<file path="config.mk">
export PLATFORM = sky130hd
export DESIGN_NAME = dram_word_writer
export DESIGN_NICKNAME = d
export VERILOG_FILES = /design/src/rtl/dram_word_writer_pkg.sv /design/src/rtl/dram_word_writer_fifo.sv /design/src/rtl/dram_word_writer.sv
export SDC_FILE = /design/constraint.sdc
export NUM_CORES = 1
export LEC_CHECK = 0
export BUFFER_PORTS_ARGS = -buffer_cell sky130_fd_sc_hd__buf_2
export CAP_MARGIN = 20
export CORE_MARGIN = 10
export CORE_UTILIZATION = 45
export CTS_BUF_LIST = sky130_fd_sc_hd__clkbuf_16
export CTS_CLUSTER_SIZE = 14
export DETAILED_ROUTE_END_ITERATION = 10
export GPL_TIMING_DRIVEN = 0
export HOLD_SLACK_MARGIN = 0.1
export PLACE_DENSITY = 0.69
export SYNTH_ARGS = -nofsm -noshare
export SYNTH_HDL_FRONTEND = slang
export SYNTH_SLANG_ARGS = --single-unit
</file>
<file path="constraint.sdc">
create_clock -name clk -period 22.9 [get_ports clk]
set_input_delay 4.58 -clock clk [delete_from_list [all_inputs] [get_ports clk]]
set_output_delay 4.58 -clock clk [all_outputs]
set_load 0.01 [all_outputs]
</file>
<file path="src/rtl/dram_word_writer_pkg.sv">
// Shared geometry, len-code constants and push decode for the DRAM word writer.
package dram_word_writer_pkg;

   localparam int WIDTH  = 272;
   localparam int UNIT   = 16;
   localparam int UPW    = 17;
   localparam int ADDR_W = 24;
   localparam int DEPTH  = 2;

   // len codes count down as the push size grows; anything else pushes nothing
   localparam logic [3:0] LEN_1U = 4'd4;
   localparam logic [3:0] LEN_2U = 4'd3;
   localparam logic [3:0] LEN_3U = 4'd2;
   localparam logic [3:0] LEN_4U = 4'd1;

   function automatic logic [2:0] len_units(input logic [3:0] code);
      logic [2:0] units;
      units = '0;
      case (code)
         LEN_1U:  units = 3'd1;
         LEN_2U:  units = 3'd2;
         LEN_3U:  units = 3'd3;
         LEN_4U:  units = 3'd4;
         default: units = '0;
      endcase
      return units;
   endfunction

endpackage

</file>
<file path="src/rtl/dram_word_writer_fifo.sv">
// Small synchronous FIFO holding {address, word} entries; a push into a full
// FIFO is accepted when a pop happens on the same edge.
module word_fifo
   import dram_word_writer_pkg::*;
#(
   parameter int DEPTH = dram_word_writer_pkg::DEPTH,
   parameter int DW    = dram_word_writer_pkg::WIDTH + dram_word_writer_pkg::ADDR_W
) (
   input  logic          clk,
   input  logic          rst,
   input  logic          i_push,
   input  logic [DW-1:0] i_data,
   input  logic          i_pop,
   output logic [DW-1:0] o_head,
   output logic          o_full,
   output logic          o_empty
);

   localparam int AW = (DEPTH > 1) ? $clog2(DEPTH) : 1;

   logic [DW-1:0] r_mem [DEPTH];
   logic [AW:0]   r_wptr;
   logic [AW:0]   r_rptr;
   logic          w_do_push;
   logic          w_do_pop;

   always_comb begin
      o_empty   = (r_wptr == r_rptr);
      o_full    = (r_wptr[AW] != r_rptr[AW]) && (r_wptr[AW-1:0] == r_rptr[AW-1:0]);
      w_do_pop  = i_pop && !o_empty;
      w_do_push = i_push && (!o_full || w_do_pop);
      o_head    = o_empty ? '0 : r_mem[r_rptr[AW-1:0]];
   end

   always_ff @(posedge clk) begin
      if (rst) begin
         r_wptr <= '0;
         r_rptr <= '0;
      end else begin
         if (w_do_push) r_wptr <= r_wptr + 1'b1;
         if (w_do_pop)  r_rptr <= r_rptr + 1'b1;
      end
   end

   always_ff @(posedge clk) begin
      if (w_do_push) r_mem[r_wptr[AW-1:0]] <= i_data;
   end

endmodule

</file>
<file path="src/rtl/dram_word_writer.sv">
// Tracks packer fill in units, captures each completed word with its DRAM address
// and presents it on a valid/ready write port; flags overshoot and dropped words.
module dram_word_writer
   import dram_word_writer_pkg::*;
#(
   parameter int WIDTH  = dram_word_writer_pkg::WIDTH,
   parameter int UNIT   = dram_word_writer_pkg::UNIT,
   parameter int UPW    = dram_word_writer_pkg::UPW,
   parameter int ADDR_W = dram_word_writer_pkg::ADDR_W,
   parameter int DEPTH  = dram_word_writer_pkg::DEPTH
) (
   input  logic              clk,
   input  logic              rst,
   input  logic [3:0]        len,
   input  logic [WIDTH-1:0]  pk_data,
   output logic              wr_valid,
   input  logic              wr_ready,
   output logic [WIDTH-1:0]  wr_data,
   output logic [ADDR_W-1:0] wr_addr,
   output logic [4:0]        fill,
   output logic              align_err,
   output logic              overflow
);

   if (WIDTH != UNIT * UPW) begin : g_bad_geometry
      $error("dram_word_writer: WIDTH must equal UNIT*UPW");
   end

   localparam logic [4:0] UPW_F = 5'(UPW);

   logic [4:0]              r_fill;
   logic [ADDR_W-1:0]       r_addr;
   logic                    r_align_err;
   logic                    r_overflow;

   logic [4:0]              w_fill_next;
   logic                    w_word_done;
   logic                    w_overshoot;
   logic                    w_pop;
   logic                    w_store;
   logic                    w_drop;
   logic                    w_full;
   logic                    w_empty;
   logic [ADDR_W+WIDTH-1:0] w_head;

   // pk_data lags the pushing edge by one cycle, so the word is taken at the
   // edge where the registered fill first shows completion
   always_comb begin
      w_word_done = (r_fill >= UPW_F);
      w_overshoot = (r_fill > UPW_F);
      w_pop       = !w_empty && wr_ready;
      w_store     = w_word_done && (!w_full || w_pop);
      w_drop      = w_word_done && w_full && !w_pop;
      w_fill_next = r_fill + {2'b00, len_units(len)} - (w_word_done ? UPW_F : 5'd0);
   end

   always_ff @(posedge clk) begin
      if (rst) begin
         r_fill      <= '0;
         r_addr      <= '0;
         r_align_err <= 1'b0;
         r_overflow  <= 1'b0;
      end else begin
         r_fill <= w_fill_next;
         if (w_store)                    r_addr      <= r_addr + 1'b1;
         if (w_word_done && w_overshoot) r_align_err <= 1'b1;
         if (w_drop)                     r_overflow  <= 1'b1;
      end
   end

   word_fifo #(
      .DEPTH (DEPTH),
      .DW    (ADDR_W + WIDTH)
   ) u_fifo (
      .clk     (clk),
      .rst     (rst),
      .i_push  (w_store),
      .i_data  ({r_addr, pk_data}),
      .i_pop   (w_pop),
      .o_head  (w_head),
      .o_full  (w_full),
      .o_empty (w_empty)
   );

   always_comb begin
      wr_valid  = !w_empty;
      wr_addr   = w_head[ADDR_W+WIDTH-1:WIDTH];
      wr_data   = w_head[WIDTH-1:0];
      fill      = r_fill;
      align_err = r_align_err;
      overflow  = r_overflow;
   end

endmodule

</file>
==> metrics.csv <==
stage;metric;value;unit
worst_hold_path;worstHoldStart;overflow;
critical_path;rrSetupSlack;19.59;ns
timing;setup_viol;0;
critical_path;crit-reg2reg-capture;u_fifo.r_mem[1][212];
floorplan;die_width;251;um
cells_and_area;area_growth_syn_to_layout;25.9;%
cells_and_area;stdcell_area;0.0302;mm^2
clock_network;cts_tree;yes;
critical_path;crit_type;reg2out;
synth;mappedNetlistNets;1745;
detailed_routing;routedWlPerCell;22.1;um
clock_network;holdBufCountCts;0;
worst_hold_path;hold_end;overflow;
cells_and_area;layout-drive-gt1-share;34.0;%
clock_network;post-cts-setup-buffer-count;0;
global_route;globalRouteTotalUtil;19.1;%
detailed_routing;met2_routed_length;32.9;mm
timing;max_slew_violation_total_from_the_final_report;0;
synth;post_synth_edffs;592;
synth;syn-cell-area;0.0240;mm^2
detailed_routing;post-route-drc-count;0;
cells_and_area;leading_cell_type_in_the_layout_fill_and_taps_excluded;buf_2;
worst_hold_path;timing.hold.worst.class;reg2reg;
timing;slew-limit-headroom;34.9;%
pwr;power.density;143;mW/mm^2
global_route;globalRouteOverflowTotal;0;
critical_path;worst_path_largest_cell_delay;0.72;ns
timing;smallest_setup_slack_after_layout;14.98;ns
detailed_routing;violation_count_after_the_first_detailed_routing_iteration;990;
clock_network;cts_inserted_buffers;61;
timing;rsz0062_at_grt;false;
synth;postSynth.asyncResetShare;0;%
critical_path;timing.critical_path.from;u_fifo.r_wptr[1];
synth;netlist-cell-type-count;37;
detailed_routing;first_pass_iters;5;
clock_network;cts.sink_count;628;
global_route;first_global_vias;14900;
critical_path;crit_path_cell_trace;xnor2_2, and2_1, clkbuf_1, clkbuf_1, buf_2, nor2_1, buf_2;
place;dp_slack;15.59;ns
global_route;grt_start_max_net_pins;33;
detailed_routing;wl_met3;4.88;mm
synth;most_common_flop_cell_mapped_by_yosys;edfxtp_1;
floorplan;start_util;45.5;%
clock_network;cts.clk_slew.worst_paths;0.06;ns
clock_network;cell_chosen_for_the_clock_root;clkbuf_16;
detailed_routing;highest_layer;met5;
detailed_routing;routed_via_density;5.04;
pwr;p_leak;0.0113;uW
critical_path;timing.critical_path.required;18.32;ns
timing;max_clock_freq;0.126;GHz
clock_network;clk-insertion-delay-late;0.61;ns
synth;sequential_element_share_of_the_synthesized_area;77.1;%
timing;worstMarginPinSlew;0.977;ns
synth;ys_ff_latch;628;
synth;post_synth_inst_count;1457;
timing;final.setup_skew;0.0214;ns
place;globalplace.congestion;0.811;
critical_path;critPathMaxFanout;10;
clock_network;cts_repair_resize_count;0;
place;post-dp-hpwl;47.0;mm
floorplan;floorplan.io_pins;583;
synth;yosys_warnings;0;
critical_path;crit_path_launch_type;flop;
synth;syn_area_per_cell;16.5;um^2
critical_path;timing.critical_path.to_type;primary output;
global_route;number_of_antenna_violations_at_the_first_check_in_global_routing;16;
cells_and_area;final_nets;2411;
pwr;vdd.ir_drop.worst;0.0781;mV
clock_network;cts_max_level;2;
floorplan;die-area;0.0629;mm^2
cells_and_area;final_core_utilization;57.3;%
detailed_routing;met1Wirelength;23.8;mm
critical_path;arrival;3.34;ns
place;io_buffers;581;
critical_path;worst_path_max_delay_cell;clkbuf_1;
critical_path;rr_startpoint;u_fifo.r_wptr[0];
worst_hold_path;whs_path_depth;2;
floorplan;core.rowCount;84;
detailed_routing;route.antenna.remaining_nets;0;
global_route;grt_pass1_wl;92.9;mm
timing;final.min_clock_period;7.92;ns
detailed_routing;route.vias.total;14500;
floorplan;core;0.0527;mm^2
run;max_cap_viol_count;0;
clock_network;ctsLongestPathBuffers;3;
cells_and_area;most-common-layout-cells;buf_2 (611), edfxtp_1 (592), nor2_1 (329), mux2i_1 (297), clkbuf_16 (64);
place;dpl_cell_area;0.0282;mm^2
critical_path;worst-r2r-cell-count;10;
outcome;outcome;completed;
floorplan;dieHeight;251;um
detailed_routing;detail_route.wirelength;63.5;mm
timing;finalHoldViolations;0;
timing;final_period_utilization;34.6;%
worst max-delay path by stage:
stage / end / slack [ns] / depth (start not counted)
finish: wr_data[104] / 14.98 / 7
global route: wr_data[98] / 14.79 / 7
CTS: wr_data[104] / 14.94 / 7
detailed placement: u_fifo.r_mem[1][239] / 15.59 / 10
global placement: u_fifo.r_mem[1][205] / -2.34 / 4
floorplan: u_fifo.r_mem[1][0] / 4.71 / 3
final cells by class:
cell class | count | area [um^2]
fill | 4179 | 22500
sequential | 628 | 18500
multi-input combinational | 739 | 5110
timing repair buffer | 603 | 3380
buffer | 74 | 327
clock inverter | 48 | 327
clock buffer | 64 | 1600
antenna | 14 | 35.0
tap | 688 | 861
inverter | 16 | 60.1
sequential cells by signal, indices dropped and copies added, names as in the netlist, named ones only:
signal	count
u_fifo.r_mem	592
r_addr	24
fill	5
u_fifo.r_rptr	2
u_fifo.r_wptr	2
align_err	1
overflow	1
power breakdown:
group	total, uW	internal [uW]	switching, uW
registers	1560	1510	54.7
clock network	962	547	415
logic	1780	641	1140
critical path, delay by kind of cell (launching register included):
kind / cells / cell delay (ns)
simple gates: 2 / 0.28
xor+xnor: 1 / 0.30
buf+inv: 4 / 1.79
flops: 1 / 0.34
cells by family (layout without fill, tap and decap cells):
logic type | Yosys count | in the layout | share of synthesized area (%)
buffers and inverters | 90 | 805 | 1.61
adders and majority gates | 9 | 9 | 0.501
DFF | 628 | 628 | 77.1
and+or+nand+nor | 385 | 385 | 6.63
AOI/OAI and AO/OA | 18 | 18 | 0.543
xor gates and xnor gates | 29 | 29 | 1.12
muxes | 298 | 298 | 12.4
other | 0 | 14 | 0
cell usage after synthesis (all sizes together) (4+ instances only):
master | number | share of area [%]
o21ai | 4 | 0.083
xor2 | 8 | 0.32
nand4 | 4 | 0.13
dfxtp | 36 | 3.0
or3 | 5 | 0.13
inv | 16 | 0.25
nand3 | 9 | 0.19
nor4 | 9 | 0.39
edfxtp | 592 | 74
a21oi | 9 | 0.19
buf | 35 | 0.75
clkbuf | 39 | 0.61
nor3 | 9 | 0.21
xnor2 | 21 | 0.80
nand2 | 10 | 0.16
mux2i | 297 | 12
nor2 | 331 | 5.2
ha | 8 | 0.42
routing by layer:
metal | track usage [%] | up-vias
li1 | - | 6710
met1 | 22.0 | 7186
met2 | 33.3 | 465
met3 | 5.39 | 107
met4 | 7.16 | 6
met5 | 0 | -
stage by stage:
stage                     power (uW)  instances   TNS, ns  hold WS [ns]
after floorplan                 2690       1457         0         0.440
after global placement          3490       2726  -1343.32         0.455
after detailed placement        3380       2748         0         0.457
after CTS                       4350       2860         0         0.474
after global routing            4530       2872         0         0.506
final                           4300       2874         0         0.473
(Power assumes the default switching activity.)
